**config.mk**
```make
export PLATFORM = sky130hd
export DESIGN_NAME = alu_exec_ctrl
export DESIGN_NICKNAME = d
export VERILOG_FILES = /design/src/rtl/alu_exec_ctrl.sv
export SDC_FILE = /design/constraint.sdc
export NUM_CORES = 1
export LEC_CHECK = 0
export CAP_MARGIN = 20
export CORE_ASPECT_RATIO = 1.2
export CORE_MARGIN = 2
export CORE_UTILIZATION = 29
export DETAILED_ROUTE_END_ITERATION = 10
export GPL_ROUTABILITY_DRIVEN = 0
export PLACE_DENSITY = 0.43
export SLEW_MARGIN = 20
export SYNTH_ARGS = -nofsm -noshare
export SYNTH_HDL_FRONTEND = slang
export SYNTH_SLANG_ARGS = --single-unit
```
**constraint.sdc**
```tcl
create_clock -name clk -period 10.6 [get_ports clk]
set_clock_uncertainty 0.15 [all_clocks]
set_input_delay 3.18 -clock clk [delete_from_list [all_inputs] [get_ports clk]]
set_output_delay 3.18 -clock clk [all_outputs]
set_load 0.01 [all_outputs]
```
**src/rtl/alu_exec_ctrl.sv**
```systemverilog
// MIPS-style ALU execute stage: funct decode, single-cycle ALU ops, and a
// multi-cycle shift-add multiplier / restoring divider that commits to HI/LO.
module alu_exec_ctrl #(
    parameter int WIDTH     = 32,
    parameter bit MULDIV_EN = 1'b1
) (
    input  logic             clk,
    input  logic             rst_n,
    input  logic [1:0]       ALUOp,
    input  logic [5:0]       instrucao,
    input  logic [WIDTH-1:0] op_a,
    input  logic [WIDTH-1:0] op_b,
    input  logic             in_valid,
    output logic             in_ready,
    output logic [3:0]       ALUOperation,
    output logic             out_valid,
    output logic [WIDTH-1:0] result,
    output logic             zero,
    output logic             ovf,
    output logic             div0,
    output logic             illegal,
    output logic [WIDTH-1:0] hi,
    output logic [WIDTH-1:0] lo
);
    localparam int CW = $clog2(WIDTH);

    typedef enum logic [1:0] {IDLE, MUL, DIV, FIX} state_e;
    typedef enum logic [3:0] {
        OP_ADD, OP_SUB, OP_AND, OP_OR, OP_XOR, OP_NOR, OP_SLT, OP_SLTU,
        OP_MULT, OP_MULTU, OP_DIV, OP_DIVU, OP_MFHI, OP_MFLO
    } op_e;

    state_e               state, state_next;
    op_e                  op;
    logic                 op_illegal;
    logic                 is_mul, is_div, is_signed, accept;
    logic                 div_by_zero, div_ovf;
    logic [WIDTH-1:0]     mag_a, mag_b;
    logic [WIDTH-1:0]     sum, diff, alu_res;
    logic                 alu_ovf;

    logic [2*WIDTH-1:0]   acc;
    logic [WIDTH-1:0]     opnd;
    logic [CW-1:0]        cnt;
    logic                 neg_res, neg_rem, ovf_pend;

    logic [WIDTH:0]       mul_sum;
    logic [2*WIDTH-1:0]   mul_next;
    logic [WIDTH:0]       div_part;
    logic                 div_ge;
    logic [WIDTH-1:0]     div_rem;
    logic [2*WIDTH-1:0]   div_next;
    logic [2*WIDTH-1:0]   fix_src, prod;
    logic [WIDTH-1:0]     quot, rem, fix_hi, fix_lo;

    // NOTE: every combinational output gets a default before the case, so no latch is inferred.
    always_comb begin
        op         = OP_AND;
        op_illegal = 1'b0;
        case (ALUOp)
            2'b01: op = OP_SUB;
            2'b10: begin
                case (instrucao)
                    6'b100000: op = OP_ADD;
                    6'b100010: op = OP_SUB;
                    6'b100100: op = OP_AND;
                    6'b100101: op = OP_OR;
                    6'b100110: op = OP_XOR;
                    6'b100111: op = OP_NOR;
                    6'b101010: op = OP_SLT;
                    6'b101011: op = OP_SLTU;
                    6'b011000: op = OP_MULT;
                    6'b011001: op = OP_MULTU;
                    6'b011010: op = OP_DIV;
                    6'b011011: op = OP_DIVU;
                    6'b010000: op = OP_MFHI;
                    6'b010010: op = OP_MFLO;
                    default:   op_illegal = 1'b1;
                endcase
                if (!MULDIV_EN && (op inside {OP_MULT, OP_MULTU, OP_DIV, OP_DIVU, OP_MFHI, OP_MFLO})) begin
                    op         = OP_AND;
                    op_illegal = 1'b1;
                end
            end
            default: op = OP_ADD;
        endcase
    end

    always_comb begin
        case (op)
            OP_ADD:  ALUOperation = 4'b0010;
            OP_SUB:  ALUOperation = 4'b0110;
            OP_AND:  ALUOperation = 4'b0000;
            OP_OR:   ALUOperation = 4'b0001;
            OP_XOR:  ALUOperation = 4'b0011;
            OP_NOR:  ALUOperation = 4'b1100;
            OP_SLT:  ALUOperation = 4'b0111;
            OP_SLTU: ALUOperation = 4'b1000;
            default: ALUOperation = 4'b1111;
        endcase
    end

    assign is_mul      = (op == OP_MULT) || (op == OP_MULTU);
    assign is_div      = (op == OP_DIV)  || (op == OP_DIVU);
    assign is_signed   = (op == OP_MULT) || (op == OP_DIV);
    assign in_ready    = (state == IDLE);
    assign accept      = in_valid && in_ready;
    assign div_by_zero = is_div && (op_b == '0);
    assign div_ovf     = (op == OP_DIV) && (op_a == {1'b1, {(WIDTH-1){1'b0}}}) && (op_b == '1);
    assign mag_a       = (is_signed && op_a[WIDTH-1]) ? -op_a : op_a;
    assign mag_b       = (is_signed && op_b[WIDTH-1]) ? -op_b : op_b;

    always_comb begin
        sum     = op_a + op_b;
        diff    = op_a - op_b;
        alu_res = op_a & op_b;
        alu_ovf = 1'b0;
        case (op)
            OP_ADD: begin
                alu_res = sum;
                alu_ovf = (op_a[WIDTH-1] == op_b[WIDTH-1]) && (sum[WIDTH-1] != op_a[WIDTH-1]);
            end
            OP_SUB: begin
                alu_res = diff;
                alu_ovf = (op_a[WIDTH-1] != op_b[WIDTH-1]) && (diff[WIDTH-1] != op_a[WIDTH-1]);
            end
            OP_OR:   alu_res = op_a | op_b;
            OP_XOR:  alu_res = op_a ^ op_b;
            OP_NOR:  alu_res = ~(op_a | op_b);
            OP_SLT:  alu_res = WIDTH'($signed(op_a) < $signed(op_b));
            OP_SLTU: alu_res = WIDTH'(op_a < op_b);
            OP_MFHI: alu_res = hi;
            OP_MFLO: alu_res = lo;
            default: alu_res = op_a & op_b;
        endcase
    end

    // One iteration of each algorithm; the final iteration is fixed up and committed on the same edge.
    always_comb begin
        mul_sum  = {1'b0, acc[2*WIDTH-1:WIDTH]} + (acc[0] ? {1'b0, opnd} : '0);
        mul_next = {mul_sum, acc[WIDTH-1:1]};
        div_part = acc[2*WIDTH-1:WIDTH-1];
        div_ge   = (div_part >= {1'b0, opnd});
        div_rem  = div_part[WIDTH-1:0] - opnd;
        div_next = {(div_ge ? div_rem : div_part[WIDTH-1:0]), acc[WIDTH-2:0], div_ge};
        fix_src  = (state == DIV) ? div_next : mul_next;
        prod     = neg_res ? -fix_src : fix_src;
        quot     = neg_res ? -fix_src[WIDTH-1:0] : fix_src[WIDTH-1:0];
        rem      = neg_rem ? -fix_src[2*WIDTH-1:WIDTH] : fix_src[2*WIDTH-1:WIDTH];
        fix_hi   = (state == DIV) ? rem  : prod[2*WIDTH-1:WIDTH];
        fix_lo   = (state == DIV) ? quot : prod[WIDTH-1:0];
    end

    always_comb begin
        state_next = state;
        case (state)
            IDLE: if (accept) begin
                if (is_mul)           state_next = MUL;
                else if (div_by_zero) state_next = FIX;
                else if (is_div)      state_next = DIV;
            end
            MUL, DIV: if (cnt == '0) state_next = FIX;
            default:  state_next = IDLE;
        endcase
    end

    // NOTE: sequential state uses <= so every flop samples pre-edge values.
    always_ff @(posedge clk) begin
        if (!rst_n) state <= IDLE;
        else        state <= state_next;
    end

    // FIX is the cycle in which a multi-cycle result is presented with out_valid high.
    always_ff @(posedge clk) begin
        if (!rst_n) begin
            out_valid <= 1'b0;
            result    <= '0;
            zero      <= 1'b0;
            ovf       <= 1'b0;
            div0      <= 1'b0;
            illegal   <= 1'b0;
            hi        <= '0;
            lo        <= '0;
            acc       <= '0;
            opnd      <= '0;
            cnt       <= '0;
            neg_res   <= 1'b0;
            neg_rem   <= 1'b0;
            ovf_pend  <= 1'b0;
        end else begin
            out_valid <= 1'b0;
            case (state)
                IDLE: if (accept) begin
                    neg_res  <= is_signed && (op_a[WIDTH-1] ^ op_b[WIDTH-1]);
                    neg_rem  <= is_signed && op_a[WIDTH-1];
                    ovf_pend <= div_ovf;
                    cnt      <= CW'(WIDTH-1);
                    if (is_mul) begin
                        acc  <= {{WIDTH{1'b0}}, mag_b};
                        opnd <= mag_a;
                    end else if (div_by_zero) begin
                        out_valid <= 1'b1;
                        result    <= '1;
                        zero      <= 1'b0;
                        ovf       <= 1'b0;
                        div0      <= 1'b1;
                        illegal   <= 1'b0;
                        hi        <= op_a;
                        lo        <= '1;
                    end else if (is_div) begin
                        acc  <= {{WIDTH{1'b0}}, mag_a};
                        opnd <= mag_b;
                    end else begin
                        out_valid <= 1'b1;
                        result    <= alu_res;
                        zero      <= (alu_res == '0);
                        ovf       <= alu_ovf;
                        div0      <= 1'b0;
                        illegal   <= op_illegal;
                    end
                end
                MUL, DIV: begin
                    acc <= fix_src;
                    cnt <= cnt - CW'(1);
                    if (cnt == '0) begin
                        out_valid <= 1'b1;
                        result    <= fix_lo;
                        zero      <= (fix_lo == '0);
                        ovf       <= ovf_pend;
                        div0      <= 1'b0;
                        illegal   <= 1'b0;
                        hi        <= fix_hi;
                        lo        <= fix_lo;
                    end
                end
                default: ;
            endcase
        end
    end
endmodule

```
Yosys cells after proc, flatten, opt, wreduce, memory -nomap -nowiden --
Memory sizes are Yosys's and may differ from the RTL's. Cells that the tools add are included.
Word-level totals: ROM bits 32, memories kept 1, flip-flop bits (word level) 207, output and inout port bits 106
Cells by class: reductions and logical operators 29, order comparisons 3, bitwise gates (word level) 5, equal/unequal tests 45, mux-type cells 77, add/subtract/negate cells 10
Memory list:
- (no name shown) | depth 8, width 4, read ports 1, clocked after Yosys merged registers in 0, write ports 0, line 90 | case (op)
Operators by type and width (count):
- 32-bit two-way mux | 23
- 64-bit two-way mux | 6
- 32-bit one-hot mux with 9 select lines | 1
- 32-bit one-hot mux with 2 select lines | 3
- 32-bit negation | 4
- 64-bit one-hot mux with 2 select lines | 1
- 32-bit logical NOT | 3
- 32-bit == test (second input constant) | 2
- 32-bit less-than comparator | 2
- 64-bit negation | 1
- 32-bit subtractor | 2
- 4-bit one-hot mux with 13 select lines | 1
- 6-bit == test (second input constant) | 8
- 6-bit by 5-bit == test with 1-bit output (second input constant) | 6
- 32-bit by 32-bit adder with 33-bit output | 1
- 33-bit by 32-bit >= comparator with 1-bit output | 1
- 32-bit adder | 1
- 32-bit AND | 1
- 32-bit NOT | 1
- 32-bit bitwise OR | 1
- 32-bit bitwise XOR | 1
- 1-bit two-way mux | 26
- 4-bit == test (second input constant) | 6
- 4-bit by 3-bit == test with 1-bit output (second input constant) | 4
- 33 further kinds | 63

Logic depth before layout (Yosys ltp) --
Gate-level depths: netlist (run 1).
depth in word-level cells 12, depth in mapped cells 25, gate-level depth less buffers 20

Worst setup path before layout (run 1) --
Ideal clock, no wire load.
path type input-to-output, from input instrucao[2], to output ALUOperation[2], cell stages on the path 7, setup slack 2304 ps, arrival 4966 ps, path through clkbuf_1 > or3b_2 > nor2_2 > clkbuf_1 > buf_1 > nor3_1 > a21oi_1
Between the ends: longest elaborated chain between the ends 5
Ends and longest elaborated chain:
- from (decl) | line 10 | input logic [5:0] instrucao,
- 6-bit by 5-bit == test with 1-bit output or 6-bit == test (tied branches) | line 63 | case (instrucao)
- 4-bit one-hot mux with 13 select lines (*) | line 63
- 4-bit one-hot mux with 2 select lines (*) | line 60 | case (ALUOp)
- memory 8 x 4 bit
- 4-bit two-way mux (*) | line 90
- to (decl) | line 15 | output logic [3:0] ALUOperation,
Mark *: on every way between the ends. The rest lies on a longest branch, timed or not.

Final worst setup path (run 1) --
from input instrucao[4], to output ALUOperation[2]
Same word-level chain as after synthesis.

==> out/qor.yml, run 1 <==
status: "finished clean"
ff_latch_area_sq_um: 4144
arrival_ps: 6460
crit_chain: "clkdlybuf4s50_1 -> nand3b_1 -> a21oi_1 -> a21oi_1 -> o21ai_0 -> a21oi_1 -> nor2_1 -> ha_1 -> buf_4 -> inv_1 -> a21oi_1 -> clkdlybuf4s50_1"
intPower_mw: 2.056
synth_compound_area_share_pct: 32.00
dp_slack_ps: 832.7
synth-edff-count: 0
startpoint_type: "primary input"
p_sw_mw: 1.607
path_clk_slew_ps: 60
overflow: 0
total_power_mw: 3.663
drtPass1Iterations: 6
drv_cap: 0
finalSetupViolations: 0
fillerInstances: 9065
post_cts_resize_count: 0
synthMuxAreaShare_pct: 5.835
cp.buffers_inverters: 4
cts_root_buffer: "clkbuf_16"
yosysTopAreaCellShare_pct: 17.15
vias_per_cell: 5.974
wl_um: 126400
yosysWarningCount: 0
fin_crit_sh_pct: 92.37
r2r-start: "opnd[24]"
antenna_found_initial: 1
grt_pass1_wl_um: 180600
cts.sinks: 207
ys_top_cells_by_area: "dfxtp_1, ha_1, a21oi_1, mux2i_1, nand2_1"
syn-num-nets: 3661
synth.largest_area_cell: "dfxtp_1"
post_cts_buffers: 0
leakagePower_nw: 10.56
rsz0062_at_grt: "false"
final_nets: 3711
insertion_delay_ps: 600
crit_top_cell: "a21oi_1"
synth_seq_area_share_pct: 17.15
fin_crit_ps: 9791
yosys.area_share.simple_pct: 23.25
ys_ff_latch: 207
ys_async_sr_fraction_pct: 0
fin_ws_ps: 809.1
yosysUniqueCellTypes: 102
grt.total_usage_pct: 28.35
worstMarginPinSlew_ps: 1079
utilization_pct: 34.14
drc: 0
fin_tns_setup_ps: 0
port_buffers: 180
min_from: "result[24]"
cellPowerDensity_nw_per_um2: 130.4
p_sw_share_pct: 43.87
drt_iter0_markers: 2972
wire_per_inst_um: 27.53
syn2layout_area_growth_pct: 16.25
hold_violations: 0
critPathTopFamily: "buffers and inverters"
required_ps: 7270
avgSynthCellArea_sq_um: 7.091
vdd_drop_max_mv: 0.1361
max_freq_mhz: 102.1
grt_max_degree: 66
ant_nets: 0
slew_headroom_pct: 26.20
pwr-share-comb_pct: 45.0
synth_adder_area_share_pct: 9.340
p_clk_share_pct: 29.4
synth_xor_area_share_pct: 6.052
first_global_vias: 25870
syn_area_sq_um: 24170
diodes: 0
synth_top_family_by_area: "compound AO/OA/AOI/OAI gates"
crit_start: "instrucao[4]"
cts_buffers: 29
layout-drive-gt1-share_pct: 5.634
cp_max_fo: 14
critPathKind: "primary input to primary output"
htreeDepth: 1
syn_inst: 3408
row_count: 115
ctsHoldBuffers: 0
cts_buffer_depth: 3
vias: 27420
hp-class: "flop to flop"
cts_tree: "done"
core_sq_um: 82300
slowest_delay_ps: 570
crit_slowest_cell: "clkdlybuf4s50_1"
io_pins: 181
multi_input_comb_area_sq_um: 18620
die_h_um: 320.2
seq_power_share_pct: 25.6
dpl.hpwl_um: 99250
die_area_sq_um: 85670
die_w_um: 267.5
endpoint_kind: "primary output"
synth_ff_type: "dfxtp_1"
start_util_pct: 29.36
drv_slew: 0
## cells by family (layout without fill, tap and decap cells)
logic type | after synthesis | in the layout
simple gates | 1173 | 1173
compound gates | 1145 | 1145
buf+inv | 398 | 469
flops | 207 | 207
fa+ha+maj | 178 | 178
xor+xnor | 167 | 167
mux | 140 | 140
## cell type report
cell class / count / share of cell area, %
flip-flops and latches: 207 / 14.75
clock inverters: 13 / 0.6413
repair buffers: 241 / 8.025
clock buffers: 39 / 3.002
multi-input cells: 2803 / 66.26
inverters: 176 / 2.369
well taps: 1111 / 4.948
## power by group through the flow
stage / combinational, mW / sequential (mW) / clock [mW]
after floorplan: 0.899 / 0.938 / 0
final: 1.65 / 0.939 / 1.08
after global placement: 1.62 / 0.954 / 0
after CTS: 1.62 / 0.936 / 1.10
after detailed placement: 1.61 / 0.952 / 0
after global routing: 1.74 / 0.943 / 1.12
## path summary, 6_finish.rpt
| kind | cells past startpoint | slack (ps) | end |
|---|---|---|---|
| hold / removal | 2 | 310 | result[24] |
| hold reg to reg | 2 | 310 | result[24] |
| setup / recovery | 12 | 810 | ALUOperation[2] |
| setup reg to reg | 19 | 4360 | hi[20] |
## sequential cells by signal, indices dropped and copies added (netlist names)
| name | flops |
|---|---|
| neg_res | 1 |
| div0 | 1 |
| neg_rem | 1 |
| cnt | 5 |
| out_valid | 1 |
| zero | 1 |
| acc | 64 |
| state | 2 |
| lo | 32 |
| hi | 32 |
| opnd | 32 |
| result | 32 |
| ovf_pend | 1 |
| illegal | 1 |
| ovf | 1 |
## cells in the mapped netlist (18+ instances only)
cell type and instances:
a2111oi_0 18, a211oi_1 74, a21o_1 49, a21oi_1 320
a221oi_1 25, a22oi_1 34, a311oi_1 24, a31oi_1 43
and2_1 55, and3_1 26, buf_1 21, buf_2 28
clkbuf_1 170, dfxtp_1 207, ha_1 174, inv_1 175
mux2i_1 133, nand2_1 344, nand2b_1 23, nand3_1 89
nand4_1 56, nor2_1 336, nor3_1 79, nor4_1 29
o211ai_1 69, o21a_1 19, o21ai_0 173, o21bai_1 29
o221ai_1 20, o31ai_1 41, or3_1 38, xnor2_1 124
xor2_1 43
## layer usage
layer,part of all wire (%),GRT usage [%]
met5,0,0
met4,6.4,15.27
met3,6.0,2.695
met2,46,46.88
met1,41,36.23
## layout by cell type, fill, tap and decap left out, types with 29 or more instances in the layout
cell type and instances:
clkbuf_16 29, o211ai_1 69, inv_1 175, nand4_1 56, xor2_1 43, buf_4 61, a21o_1 49, mux2i_1 133
xnor2_1 124, o21ai_0 173, nand3_1 89, nor3_1 74, nor2_1 334, a211oi_1 74, nand2_1 341, o21bai_1 29
a21oi_1 317, clkdlybuf4s50_1 179, a22oi_1 34, o31ai_1 41, ha_1 172, a31oi_1 43, and2_1 55, or3_1 38
dfxtp_1 207
## stage by stage
step	instances	instance area [sq um]	hold slack (ps)
finish	4590	28090	310.3
global route	4590	28090	321.1
CTS	4590	28080	309.7
detailed placement	4538	27060	298.4
global placement	4538	27060	297.3
floorplan	3408	24170	290.3
## worst reg2reg max path: cells and delay by family, from the launching register on
kind            cells  cell delay [ps]
compound gates      7             1800
xor+xnor            1              330
fa+ha+maj           2              820
buf+inv             2              180
flops               1              390
simple gates        7             2460
Power figures use the tool's default switching activity.
==> run 2, diff against run 1 <==
--- a/config.mk
+++ b/config.mk
@@ -12,6 +12,7 @@
 export DETAILED_ROUTE_END_ITERATION = 10
 export GPL_ROUTABILITY_DRIVEN = 0
 export PLACE_DENSITY = 0.43
+export SETUP_SLACK_MARGIN = 0.15
 export SLEW_MARGIN = 20
 export SYNTH_ARGS = -nofsm -noshare
 export SYNTH_HDL_FRONTEND = slang
==> results of run 2 <==
Final layout, timing and power as in run 1 (identical DEF).
